$ cat config.mk
export PLATFORM = sky130hd
export DESIGN_NAME = reg_operand_fetch
export DESIGN_NICKNAME = d
export VERILOG_FILES = /design/src/rtl/reg_file_pkg.sv /design/src/rtl/reg_scoreboard.sv /design/src/rtl/reg_operand_fetch.sv
export SDC_FILE = /design/constraint.sdc
export NUM_CORES = 1
export LEC_CHECK = 0
export CAP_MARGIN = 30
export CELL_PAD_IN_SITES_DETAIL_PLACEMENT = 1
export CELL_PAD_IN_SITES_GLOBAL_PLACEMENT = 2
export CORE_MARGIN = 5
export CORE_UTILIZATION = 25
export CTS_CLUSTER_DIAMETER = 30
export DETAILED_ROUTE_END_ITERATION = 6
export GPL_ROUTABILITY_DRIVEN = 1
export GPL_TIMING_DRIVEN = 0
export PLACE_DENSITY_LB_ADDON = 0.25
export SLEW_MARGIN = 40
export SYNTH_ARGS = -nofsm -noshare
export SYNTH_HDL_FRONTEND = slang
export SYNTH_HIERARCHICAL = 1
export SYNTH_SLANG_ARGS = --single-unit
$ cat constraint.sdc
create_clock -name clk -period 3.05 [get_ports clk]
set_input_delay 0.61 -clock clk [delete_from_list [all_inputs] [get_ports clk]]
set_output_delay 0.61 -clock clk [all_outputs]
set_load 0.02 [all_outputs]
$ cat src/rtl/reg_file_pkg.sv
// Shared constants and types for the register-file operand fetch path.
//   NUM_REGS / ADDR_W / DATA_W : architectural register-file geometry
//   fetch_state_e              : operand fetch sequencer states
//   operand_req_t              : latched decode request payload
package reg_file_pkg;

    localparam int unsigned NUM_REGS = 32;
    localparam int unsigned ADDR_W   = 5;
    localparam int unsigned DATA_W   = 32;

    typedef enum logic [1:0] {
        IDLE  = 2'd0,
        CHECK = 2'd1,
        READ  = 2'd2,
        RESP  = 2'd3
    } fetch_state_e;

    typedef struct packed {
        logic [ADDR_W-1:0] rs1;
        logic [ADDR_W-1:0] rs2;
        logic              use_rs1;
        logic              use_rs2;
        logic [ADDR_W-1:0] rd;
        logic              rd_wr;
    } operand_req_t;

    // A read port is only exercised for a used, non-zero source register.
    function automatic logic port_needed(input logic use_f, input logic [ADDR_W-1:0] addr);
        return use_f && (addr != ADDR_W'(0));
    endfunction

endpackage

$ cat src/rtl/reg_scoreboard.sv
// Pending-writeback scoreboard, one busy bit per architectural register.
//   clk, reset            : clock, synchronous active-high reset
//   i_set_en / i_set_idx  : mark a register as having an outstanding write
//   i_clr_en / i_clr_idx  : retire an outstanding write
//   i_lookup*_idx         : registers to test for a RAW hazard
//   o_lookup*_busy_c      : combinational busy bit of each looked-up register
//   o_busy                : registered busy vector (bit 0 always 0)
module reg_scoreboard #(
    parameter int unsigned NUM_REGS = 32,
    parameter int unsigned ADDR_W   = 5
) (
    input  logic                clk,
    input  logic                reset,
    input  logic                i_set_en,
    input  logic [ADDR_W-1:0]   i_set_idx,
    input  logic                i_clr_en,
    input  logic [ADDR_W-1:0]   i_clr_idx,
    input  logic [ADDR_W-1:0]   i_lookup1_idx,
    input  logic [ADDR_W-1:0]   i_lookup2_idx,
    output logic                o_lookup1_busy_c,
    output logic                o_lookup2_busy_c,
    output logic [NUM_REGS-1:0] o_busy
);

    logic [NUM_REGS-1:0] r_busy;
    logic [NUM_REGS-1:0] w_busy_nxt;

    // Clear first, then set, so a newly issued writer wins over a retiring one.
    always_comb begin
        w_busy_nxt = r_busy;
        if (i_clr_en) begin
            w_busy_nxt[i_clr_idx] = 1'b0;
        end
        if (i_set_en) begin
            w_busy_nxt[i_set_idx] = 1'b1;
        end
        w_busy_nxt[0] = 1'b0;
    end

    always_ff @(posedge clk) begin
        if (reset) begin
            r_busy <= '0;
        end else begin
            r_busy <= w_busy_nxt;
        end
    end

    assign o_lookup1_busy_c = r_busy[i_lookup1_idx];
    assign o_lookup2_busy_c = r_busy[i_lookup2_idx];
    assign o_busy           = r_busy;

endmodule

$ cat src/rtl/reg_operand_fetch.sv
// Operand fetch sequencer between decode and the register file.
// Accepts one instruction at a time, stalls while a source has a pending
// writeback, reads rs1 on port A and rs2 on port B, then presents operands.
//   clk, reset                      : clock, synchronous active-high reset
//   req_*                           : decode request (valid/ready handshake)
//   rsp_*                           : operand response (valid/ready handshake)
//   reg_rd_addr_{a,b}[_valid]       : register-file read requests
//   reg_rd_data_{a,b}[_ack]         : register-file read returns
//   reg_wr_addr/data_valid/ack      : monitored write port, retires scoreboard
//   sb_busy                         : pending-write vector
module reg_operand_fetch
    import reg_file_pkg::*;
(
    input  logic                clk,
    input  logic                reset,
    input  logic                req_valid,
    output logic                req_ready,
    input  logic [ADDR_W-1:0]   req_rs1,
    input  logic [ADDR_W-1:0]   req_rs2,
    input  logic                req_use_rs1,
    input  logic                req_use_rs2,
    input  logic [ADDR_W-1:0]   req_rd,
    input  logic                req_rd_wr,
    output logic                rsp_valid,
    input  logic                rsp_ready,
    output logic [DATA_W-1:0]   rsp_rs1_data,
    output logic [DATA_W-1:0]   rsp_rs2_data,
    output logic [ADDR_W-1:0]   reg_rd_addr_a,
    output logic                reg_rd_addr_a_valid,
    input  logic [DATA_W-1:0]   reg_rd_data_a,
    input  logic                reg_rd_data_a_ack,
    output logic [ADDR_W-1:0]   reg_rd_addr_b,
    output logic                reg_rd_addr_b_valid,
    input  logic [DATA_W-1:0]   reg_rd_data_b,
    input  logic                reg_rd_data_b_ack,
    input  logic [ADDR_W-1:0]   reg_wr_addr,
    input  logic                reg_wr_data_valid,
    input  logic                reg_wr_ack,
    output logic [NUM_REGS-1:0] sb_busy
);

    fetch_state_e r_state;
    fetch_state_e w_state_nxt;

    operand_req_t      r_req;
    operand_req_t      w_req_nxt;
    logic [ADDR_W-1:0] r_a_addr, w_a_addr_nxt;
    logic [ADDR_W-1:0] r_b_addr, w_b_addr_nxt;
    logic              r_a_valid, w_a_valid_nxt;
    logic              r_b_valid, w_b_valid_nxt;
    logic [DATA_W-1:0] r_a_data, w_a_data_nxt;
    logic [DATA_W-1:0] r_b_data, w_b_data_nxt;
    logic              r_rsp_valid, w_rsp_valid_nxt;

    logic w_need_a;
    logic w_need_b;
    logic w_rs1_busy;
    logic w_rs2_busy;
    logic w_hazard;
    logic w_sb_set;
    logic w_sb_clr;

    reg_scoreboard #(
        .NUM_REGS (NUM_REGS),
        .ADDR_W   (ADDR_W)
    ) u_scoreboard (
        .clk              (clk),
        .reset            (reset),
        .i_set_en         (w_sb_set),
        .i_set_idx        (r_req.rd),
        .i_clr_en         (w_sb_clr),
        .i_clr_idx        (reg_wr_addr),
        .i_lookup1_idx    (r_req.rs1),
        .i_lookup2_idx    (r_req.rs2),
        .o_lookup1_busy_c (w_rs1_busy),
        .o_lookup2_busy_c (w_rs2_busy),
        .o_busy           (sb_busy)
    );

    assign w_need_a = port_needed(r_req.use_rs1, r_req.rs1);
    assign w_need_b = port_needed(r_req.use_rs2, r_req.rs2);
    assign w_hazard = (w_need_a && w_rs1_busy) || (w_need_b && w_rs2_busy);
    assign w_sb_clr = reg_wr_data_valid && reg_wr_ack;

    // Next-state and datapath next values.
    always_comb begin
        w_state_nxt     = r_state;
        w_req_nxt       = r_req;
        w_a_addr_nxt    = r_a_addr;
        w_b_addr_nxt    = r_b_addr;
        w_a_valid_nxt   = r_a_valid;
        w_b_valid_nxt   = r_b_valid;
        w_a_data_nxt    = r_a_data;
        w_b_data_nxt    = r_b_data;
        w_rsp_valid_nxt = r_rsp_valid;
        w_sb_set        = 1'b0;

        case (r_state)
            IDLE: begin
                if (req_valid) begin
                    w_req_nxt.rs1     = req_rs1;
                    w_req_nxt.rs2     = req_rs2;
                    w_req_nxt.use_rs1 = req_use_rs1;
                    w_req_nxt.use_rs2 = req_use_rs2;
                    w_req_nxt.rd      = req_rd;
                    w_req_nxt.rd_wr   = req_rd_wr;
                    w_state_nxt       = CHECK;
                end
            end

            CHECK: begin
                if (!w_hazard) begin
                    // Unneeded ports must report zero, so clear both up front.
                    w_a_data_nxt = '0;
                    w_b_data_nxt = '0;
                    if (w_need_a || w_need_b) begin
                        w_a_valid_nxt = w_need_a;
                        w_b_valid_nxt = w_need_b;
                        w_a_addr_nxt  = w_need_a ? r_req.rs1 : ADDR_W'(0);
                        w_b_addr_nxt  = w_need_b ? r_req.rs2 : ADDR_W'(0);
                        w_state_nxt   = READ;
                    end else begin
                        w_rsp_valid_nxt = 1'b1;
                        w_state_nxt     = RESP;
                    end
                end
            end

            READ: begin
                // Acks only count while the matching request is outstanding.
                if (r_a_valid && reg_rd_data_a_ack) begin
                    w_a_data_nxt  = reg_rd_data_a;
                    w_a_valid_nxt = 1'b0;
                end
                if (r_b_valid && reg_rd_data_b_ack) begin
                    w_b_data_nxt  = reg_rd_data_b;
                    w_b_valid_nxt = 1'b0;
                end
                if (!w_a_valid_nxt && !w_b_valid_nxt) begin
                    w_rsp_valid_nxt = 1'b1;
                    w_state_nxt     = RESP;
                end
            end

            RESP: begin
                if (rsp_ready) begin
                    w_rsp_valid_nxt = 1'b0;
                    w_sb_set        = r_req.rd_wr && (r_req.rd != ADDR_W'(0));
                    w_state_nxt     = IDLE;
                end
            end

            default: begin
                w_state_nxt = IDLE;
            end
        endcase
    end

    // State and datapath registers.
    always_ff @(posedge clk) begin
        if (reset) begin
            r_state     <= IDLE;
            r_req       <= '0;
            r_a_addr    <= '0;
            r_b_addr    <= '0;
            r_a_valid   <= 1'b0;
            r_b_valid   <= 1'b0;
            r_a_data    <= '0;
            r_b_data    <= '0;
            r_rsp_valid <= 1'b0;
        end else begin
            r_state     <= w_state_nxt;
            r_req       <= w_req_nxt;
            r_a_addr    <= w_a_addr_nxt;
            r_b_addr    <= w_b_addr_nxt;
            r_a_valid   <= w_a_valid_nxt;
            r_b_valid   <= w_b_valid_nxt;
            r_a_data    <= w_a_data_nxt;
            r_b_data    <= w_b_data_nxt;
            r_rsp_valid <= w_rsp_valid_nxt;
        end
    end

    assign req_ready           = (r_state == IDLE) && !reset;
    assign rsp_valid           = r_rsp_valid;
    assign rsp_rs1_data        = r_a_data;
    assign rsp_rs2_data        = r_b_data;
    assign reg_rd_addr_a       = r_a_addr;
    assign reg_rd_addr_a_valid = r_a_valid;
    assign reg_rd_addr_b       = r_b_addr;
    assign reg_rd_addr_b_valid = r_b_valid;

endmodule

### Word-level counts from Yosys, hierarchy flattened

Cells that the tools add are included.

| cells by class | value |
|---|---|
| order comparisons | 6 |
| equal/unequal tests | 11 |
| multiplexer cells | 40 |
| bitwise operators | 4 |
| reduce and logical (&&, ||, !) cells | 30 |

Operators by type and width:

| cell | count |
|---|---|
| $mux W32 | 5 |
| $pmux W32 S2 | 2 |
| $and A32 B32 Y32 | 1 |
| $not A32 Y32 | 1 |
| $or A32 B32 Y32 | 1 |
| $lt A5 B6 Y1 const B | 4 |
| $mux W1 | 19 |
| $ne A2 B2 Y1 const B | 8 |
| $reduce_bool A5 Y1 | 3 |
| $logic_and A1 B1 Y1 | 12 |
| $reduce_and A3 Y1 | 4 |
| $bmux W1 S5 | 2 |
| $demux W1 S5 | 2 |
| $ge A5 B1 Y1 const B | 2 |
| $mux W5 | 2 |
| $mux W2 | 4 |
| $pmux W2 S4 | 1 |
| $reduce_and A5 Y1 | 1 |
| $eq A2 B2 Y1 const B | 2 |
| $pmux W1 S2 | 2 |
| $reduce_and A4 Y1 | 1 |
| $logic_not A1 Y1 | 3 |
| $pmux W1 S3 | 1 |
| $reduce_bool A3 Y1 | 1 |
| 6 further kinds | 7 |

| storage, ports and cells | value |
|---|---|
| register bits | 129 |
| input port bits | 95 |
| output and inout bits | 110 |
| word-level logic and storage cells | 107 |

### Depth between registers and ports, before layout

Gate-level depths: netlist of run 1.

| logic depth | value |
|---|---|
| depth after elaboration | 9 |
| gate-level depth with buffers | 11 |
| depth with buffers taken out | 8 |

### By module

Netlist of run 1, hierarchy kept.

By module, submodules not included:

| module | times used | cells each | area an instance (um2) | sequential area each (um2) |
|---|---|---|---|---|
| reg_operand_fetch | 1 | 489 | 4015.1 | 1941.9 |
| reg_scoreboard | 1 | 231 | 1838.0 | 620.6 |

### Least setup slack after synthesis of run 1

OpenSTA, ideal clock, no wires.

| timing | value |
|---|---|
| kind | reg-to-reg |
| start | register r_req[9] (netlist name) |
| end | register r_a_data[0], in the netlist rsp_rs1_data[0] |
| setup time | 0.132 ns |
| arrival time | 2.256 ns |
| required time | 2.918 ns |
| path slack | 0.662 ns |
| cell stages (with the launch flop) | 12 |
| path buffers | 3 |
| period minus slack after synthesis | 2.388 ns |
| path through | dfxtp_1 buf_2 mux4_2 nand2b_1 o211ai_1 nand4_1 o211a_1 o21a_1 buf_2 clkbuf_1 o21ai_0 a21oi_1 |

| between the ends | value |
|---|---|
| cells in the longest elaborated chain, start to end | 6 |
| elaborated cells between the ends (all ways) | 8 |
| classes of those cells | eq/ne (1); mux (2); reduce/logical (5) |

RTL lines:

| item | RTL line | source |
|---|---|---|
| from (decl) | reg_operand_fetch.sv:45 | `operand_req_t r_req;` |
| from (signal assigned) | reg_operand_fetch.sv:173 | `r_req <= w_req_nxt;` |
| $bmux W1 S5 | reg_scoreboard.sv:49 | `assign o_lookup2_busy_c = r_busy[i_lookup2_idx];` |
| $mux W1 (not written as such) | reg_scoreboard.sv:49 |  |
| net w_rs2_busy | reg_operand_fetch.sv:58 | `logic w_rs2_busy;` |
| $logic_and A1 B1 Y1 | reg_operand_fetch.sv:82 | `assign w_hazard = (w_need_a && w_rs1_busy) \|\| (w_need_b && w_rs2_busy);` |
| $logic_or A1 B1 Y1 | reg_operand_fetch.sv:82 |  |
| $ne A2 B2 Y1 (no line) | -- |  |
| $reduce_and A3 Y1 (no line) | -- |  |
| to (signal assigned) | reg_operand_fetch.sv:178 | `r_a_data <= w_a_data_nxt;` |
| to (decl) | reg_operand_fetch.sv:51 | `logic [DATA_W-1:0] r_a_data, w_a_data_nxt;` |

The timed path passes the listed nets, and every way through them passes these cells. The select of a mux whose other input is x is not followed.
A chain may end at the register's enable or synchronous reset.

### Final worst setup path of run 1

| timing | value |
|---|---|
| start | register r_req[9] (netlist name) |
| end | register r_b_data[25], in the netlist rsp_rs2_data[25] |

| between the ends | value |
|---|---|
| cells in the longest elaborated chain, start to end | 6 |
| elaborated cells between the ends (all ways) | 8 |
| classes of those cells | eq/ne (1); mux (2); reduce/logical (5) |

RTL lines:

| item | RTL line | source |
|---|---|---|
| $bmux W1 S5 | reg_scoreboard.sv:49 |  |
| $mux W1 (not written as such) | reg_scoreboard.sv:49 |  |
| net w_rs2_busy | reg_operand_fetch.sv:58 |  |
| $logic_and A1 B1 Y1 | reg_operand_fetch.sv:82 |  |
| $logic_or A1 B1 Y1 | reg_operand_fetch.sv:82 |  |
| $ne A2 B2 Y1 (no line) | -- |  |
| $reduce_and A3 Y1 (no line) | -- |  |
| to (signal assigned) | reg_operand_fetch.sv:179 | `r_b_data <= w_b_data_nxt;` |
| to (decl) | reg_operand_fetch.sv:52 | `logic [DATA_W-1:0] r_b_data, w_b_data_nxt;` |

The timed path passes the listed nets, and every way through them passes these cells. The select of a mux whose other input is x is not followed.

==> results.yml, run 1 <==
critical_path:
  cp_max_fo: 10
  rrSetupSlack_ps: 170
  cp.required_ps: 3320
  crit_type: "flip-flop to flip-flop"
  crit_path_end_kind: "flip-flop"
  critical_path_arrival_ps: 3160
  worstSetupStartpointType: "flip-flop"
logic_synthesis:
  yosys_register_bits: 128
  ys_top_cells_by_count: "a21oi_1, dfxtp_1, o21ai_0"
  syn_area_per_cell_um2: 8.129
  synth_edf_count: 0
  ys_types: 44
  ys_seq_area_frac: 0.4378
  syn_nets: 820
  async_flop_share: 0
  synthTopCellsByArea: "dfxtp_1, a21oi_1, o21ai_0"
  synth_top_flop_cell: "dfxtp_1"
  syn_inst: 720
  yosysWarnings: 6
  synth_top_area_share: 0.4378
  yosysTopAreaCell: "dfxtp_1"
  syn_area_um2: 5853
  post-synth-top-count-cell: "a21oi_1"
timing:
  fin_tns_setup_ps: 0
  period_needed_ps: 2884
  finalCritPeriodShare: 0.9456
  max_slew_margin: 0.4785
  fmax_mhz: 346.7
  rsz0062_at_grt: "false"
  finalSetupViolations: 0
  fin_skew_ps: 11.42
  drv_slew: 0
  worstMarginPinSlew_ps: 779.3
  worst_slack_ps: 165.9
  hold_violations: 0
cells_and_area:
  drive_gt1_frac: 0.07547
  multi_input_area_um2: 2974
  seqCellArea_um2: 2565
  antenna_cells: 0
  finalNonFillerCells: 1273
  syn_to_final_growth_pct: 53.21
  design_area_um2: 8967
  fill_cells: 2839
  finish.net_count: 1041
global_routing:
  antenna_found_initial: 0
  grt_pass1_wl_mm: 38.07
  grt_usage: 0.1822
  grt_overflow: 0
  grt_pass1_vias: 6698
  grt_max_degree: 17
detailed_routing:
  drcViolationCount: 0
  wl_per_cell_um: 19.35
  drtIter0Drc: 340
  antenna_left: 0
  wl_mm: 24.63
  vias: 6307
  via_per_inst: 4.954
  firstDrtPassIters: 4
placement:
  dpl.cell_count: 1242
  io_buffers: 203
  placed_cell_area_um2: 8289
  dp_hpwl_mm: 18.37
  place_congestion: 0.7778
  place_ws_ps: -316.6
hold_path:
  min_path_type: "flip-flop to flip-flop"
clock_tree:
  clkSinkCount: 128
  clk_pin_slew_ps: 60
  ctsLongestPathBuffers: 2
  cts_hold_buf: 0
  cts_inserted_buffers: 17
  clock_latency_ps: 420
  htree_num_levels: 4
  cts-root-buf: "clkbuf_16"
  tritoncts: "yes"
  cts_setup_buffers: 0
floorplanning:
  num_io_pins: 205
  fp.coreArea_um2: 23260
  start_util: 0.2516
  die_area_um2: 26570
  rows: 56
  die_h_um: 163.0
  die_w_um: 163.0
pwr:
  ir_drop_mv: 0.2555
  cellPowerDensity_nw_per_um2: 585.7
  p_leak_nw: 2.884
  total_power_mw: 5.252
run:
  maxCapViolCount: 0
outcome:
  outcome: "finished clean"
[path summary, 6_finish.rpt]
check	startpoint	to	depth (start not counted)
min reg2reg	r_req[0]$_SDFFE_PP0P_	r_req[0]$_SDFFE_PP0P_	2
max reg2reg	r_req[9]$_SDFFE_PP0P_	rsp_rs2_data[25]$_SDFFE_PP0P_	11
max	r_req[9]$_SDFFE_PP0P_	rsp_rs2_data[25]$_SDFFE_PP0P_	11
min	r_req[0]$_SDFFE_PP0P_	r_req[0]$_SDFFE_PP0P_	2
[timing repair]
item | CTS | global route
gates resized for setup | 3 | 26
gates cloned | 0 | 0
setup endpoints to repair | 4 | 62
[worst max-delay path: stages (launching register included)]
cell and delay [ps]:
dfxtp_1 410, buf_6 190, mux4_2 530, nand2b_1 160
o211ai_1 100, nand4_1 170, o211a_1 230, o21a_1 210
buf_2 200, clkbuf_2 230, o21ai_0 220, a21oi_1 80
[kinds of logic after synthesis]
family,Yosys count,share of synthesized area
compound gates,269,0.2441
fa+ha+maj,5,0.01069
buf+inv,76,0.05622
flops,128,0.4378
mux,24,0.05387
other cells,1,0.0006407
simple gates,217,0.1967
[stage by stage]
stage / util / hold WS, ps
after CTS: 0.3840 / 464.1
after floorplan: - / 436.6
after global routing: 0.3855 / 485.3
after detailed placement: 0.3563 / 455.1
after global placement: 0.3561 / 448.7
final: 0.3855 / 459.5
[area by class of cell]
cell class,count,area share
multi-input cells,516,0.3317
clock buffers,20,0.05204
well taps,319,0.04451
clock inverters,12,0.02009
plain buffers,66,0.03544
inverters,9,0.003767
repair buffers,203,0.2265
flip-flops and latches,128,0.2860
[layer usage]
metal  vias to the layer above  global-route usage  part of all wire  wire length (um)
met3                        21             0.03659             0.042              1027
met1                      3059              0.2463              0.47             11510
met2                       133              0.2979              0.48             11710
met4                         0             0.04880             0.016               386
li1                       3094                   -                 -                 -
met5                         -                   0                 0                 0
[layout by cell type (no fill, tap or decap), types with 8 or more instances in the layout]
| cell type | Yosys | routed |
|---|---|---|
| a21oi_1 | 134 | 134 |
| buf_2 | 12 | 9 |
| clkbuf_1 | 48 | 40 |
| clkbuf_16 | 0 | 17 |
| clkbuf_2 | 2 | 8 |
| clkdlybuf4s50_1 | 0 | 202 |
| dfxtp_1 | 128 | 126 |
| inv_1 | 9 | 9 |
| mux2i_1 | 18 | 18 |
| nand2_1 | 74 | 74 |
| nand3_1 | 11 | 11 |
| nand4_1 | 79 | 79 |
| nor2_1 | 14 | 14 |
| o21ai_0 | 108 | 106 |
[sequential cells by signal, summed over array words and instances, names as in the netlist]
| signal | cells |
|---|---|
| rsp_rs1_data | 32 |
| rsp_rs2_data | 32 |
| u_scoreboard/o_busy | 31 |
| r_req | 18 |
| reg_rd_addr_a | 5 |
| reg_rd_addr_b | 5 |
| r_state | 2 |
| reg_rd_addr_a_valid | 1 |
| reg_rd_addr_b_valid | 1 |
| rsp_valid | 1 |
[power breakdown]
group / internal (mW) / switching, mW
combinational: 0.399 / 0.769
clock: 1.44 / 0.801
sequential: 1.74 / 0.103
total: 3.58 / 1.67
Note: power is estimated with default switching activity, not from simulation.
==> run 2: changes to the inputs <==
==> constraint.sdc (replaced) <==
create_clock -name clk -period 3.05 [get_ports clk]
set_input_delay 0.4575 -clock clk [delete_from_list [all_inputs] [get_ports clk]]
set_output_delay 0.4575 -clock clk [all_outputs]
set_load 0.02 [all_outputs]
==> results.yml, run 2 (synthesis results as in run 1) <==
detailed_routing:
  vias: 6348
  drtIter0Drc: 318
  firstDrtPassIters: 5
  via_per_inst: 4.983
  wl_mm: 24.65
  drcViolationCount: 0
  wl_per_cell_um: 19.35
  antenna_left: 0
pwr:
  ir_drop_mv: 0.2555
  p_leak_nw: 2.883
  cellPowerDensity_nw_per_um2: 585.6
floorplanning:
  start_util: 0.2516
  fp.coreArea_um2: 23260
  die_area_um2: 26570
  rows: 56
  die_w_um: 163.0
  num_io_pins: 205
  die_h_um: 163.0
placement:
  place_congestion: 0.7778
  io_buffers: 203
  dpl.cell_count: 1242
  place_ws_ps: -21.29
  dp_hpwl_mm: 18.37
timing:
  fin_tns_setup_ps: 0
  worst_slack_ps: 166.5
  hold_ws_ps: 457.6
  drv_slew: 0
  finalCritPeriodShare: 0.9454
  rsz0062_at_grt: "false"
  worstMarginPinSlew_ps: 785.9
  hold_violations: 0
  max_slew_margin: 0.4741
  fin_skew_ps: 11.86
  finalSetupViolations: 0
  fmax_mhz: 346.8
  period_needed_ps: 2884
cells_and_area:
  final_cell_mix: "clkdlybuf4s50_1, a21oi_1, dfxtp_1, o21ai_0, nand4_1"
  drive_gt1_frac: 0.07539
  finalNonFillerCells: 1274
  finish.net_count: 1042
  final_common_cell: "clkdlybuf4s50_1"
  syn_to_final_growth_pct: 53.29
  antenna_cells: 0
global_routing:
  grt_usage: 0.1823
  grt_pass1_vias: 6703
  grt_pass1_wl_mm: 38.09
  grt_max_degree: 17
  grt_overflow: 0
  antenna_found_initial: 0
run:
  maxCapViolCount: 0
clock_tree:
  clkSinkCount: 128
  cts_hold_buf: 0
  clk_pin_slew_ps: 60
  ctsLongestPathBuffers: 2
  tritoncts: "yes"
  clock_latency_ps: 420
  htree_num_levels: 4
  cts_inserted_buffers: 17
  cts_setup_buffers: 0
  cts_resized: 2
  cts-root-buf: "clkbuf_16"
critical_path:
  cp.required_ps: 3320
  crit_type: "flip-flop to flip-flop"
  crit_path_end_kind: "flip-flop"
  cp_max_fo: 10
  reg2reg_depth: 11
  worstSetupStartpointType: "flip-flop"
  critical_path_arrival_ps: 3160
hold_path:
  min_path_cells: 2
  min_path_type: "flip-flop to flip-flop"
outcome:
  outcome: "finished clean"
==> run 2: cell count changes in the layout (fill, tap and decap cells not counted), sizes merged <==
cell and delta:
clkbuf +1, clkdlybuf4s50 +1, dlygate4sd2 -1
==> run 2: metal layers <==
metal,GRT usage,part of all wire,vias up
li1,-,-,3094
met1,0.2466,0.46,3068
met2,0.2977,0.48,165
met3,0.03659,0.051,21
met4,0.04880,0.016,0
met5,0,0,-
==> run 2: power breakdown <==
group          switching [mW]  total [mW]  internal, mW
combinational           0.767        1.17         0.399
sequential              0.103        1.84          1.74
clock                   0.804        2.24          1.44
total                    1.67        5.25          3.58
==> run 2: cell type report <==
type                       instances  area (um^2)
clock inverter                    12        180.2
timing repair buffer             203         2032
inverter                           9        33.78
buffer                            67        321.6
tap                              319        399.1
sequential                       128         2565
clock buffer                      20        466.7
fill                            2839        14290
multi-input combinational        516         2974
==> run 2: critical path, cell delays in order (launching register included) <==
cell	delay, ps
dfxtp_2	380
buf_4	190
mux4_2	540
nand2b_1	160
o2111ai_1	120
nand4_1	170
o211a_1	230
o21a_1	210
buf_2	200
clkbuf_2	220
o21ai_0	220
a21oi_1	80
==> run 2: path summary, 6_finish.rpt <==
path	startpoint	end	slack, ps
max reg2reg	r_req[8]$_SDFFE_PP0P_	rsp_rs2_data[25]$_SDFFE_PP0P_	170
min	r_req[0]$_SDFFE_PP0P_	r_req[0]$_SDFFE_PP0P_	460
max	r_req[8]$_SDFFE_PP0P_	rsp_rs2_data[25]$_SDFFE_PP0P_	170
min reg2reg	r_req[0]$_SDFFE_PP0P_	r_req[0]$_SDFFE_PP0P_	460
==> run 2: through the flow <==
stage | instance area (um^2) | power, mW | utilization
after detailed placement | 8289 | 3.034 | 0.3563
after global placement | 8284 | 3.028 | 0.3561
after global routing | 8972 | 5.521 | 0.3857
after CTS | 8939 | 5.312 | 0.3843
final | 8972 | 5.254 | 0.3857
after floorplan | 5853 | 2.530 | -
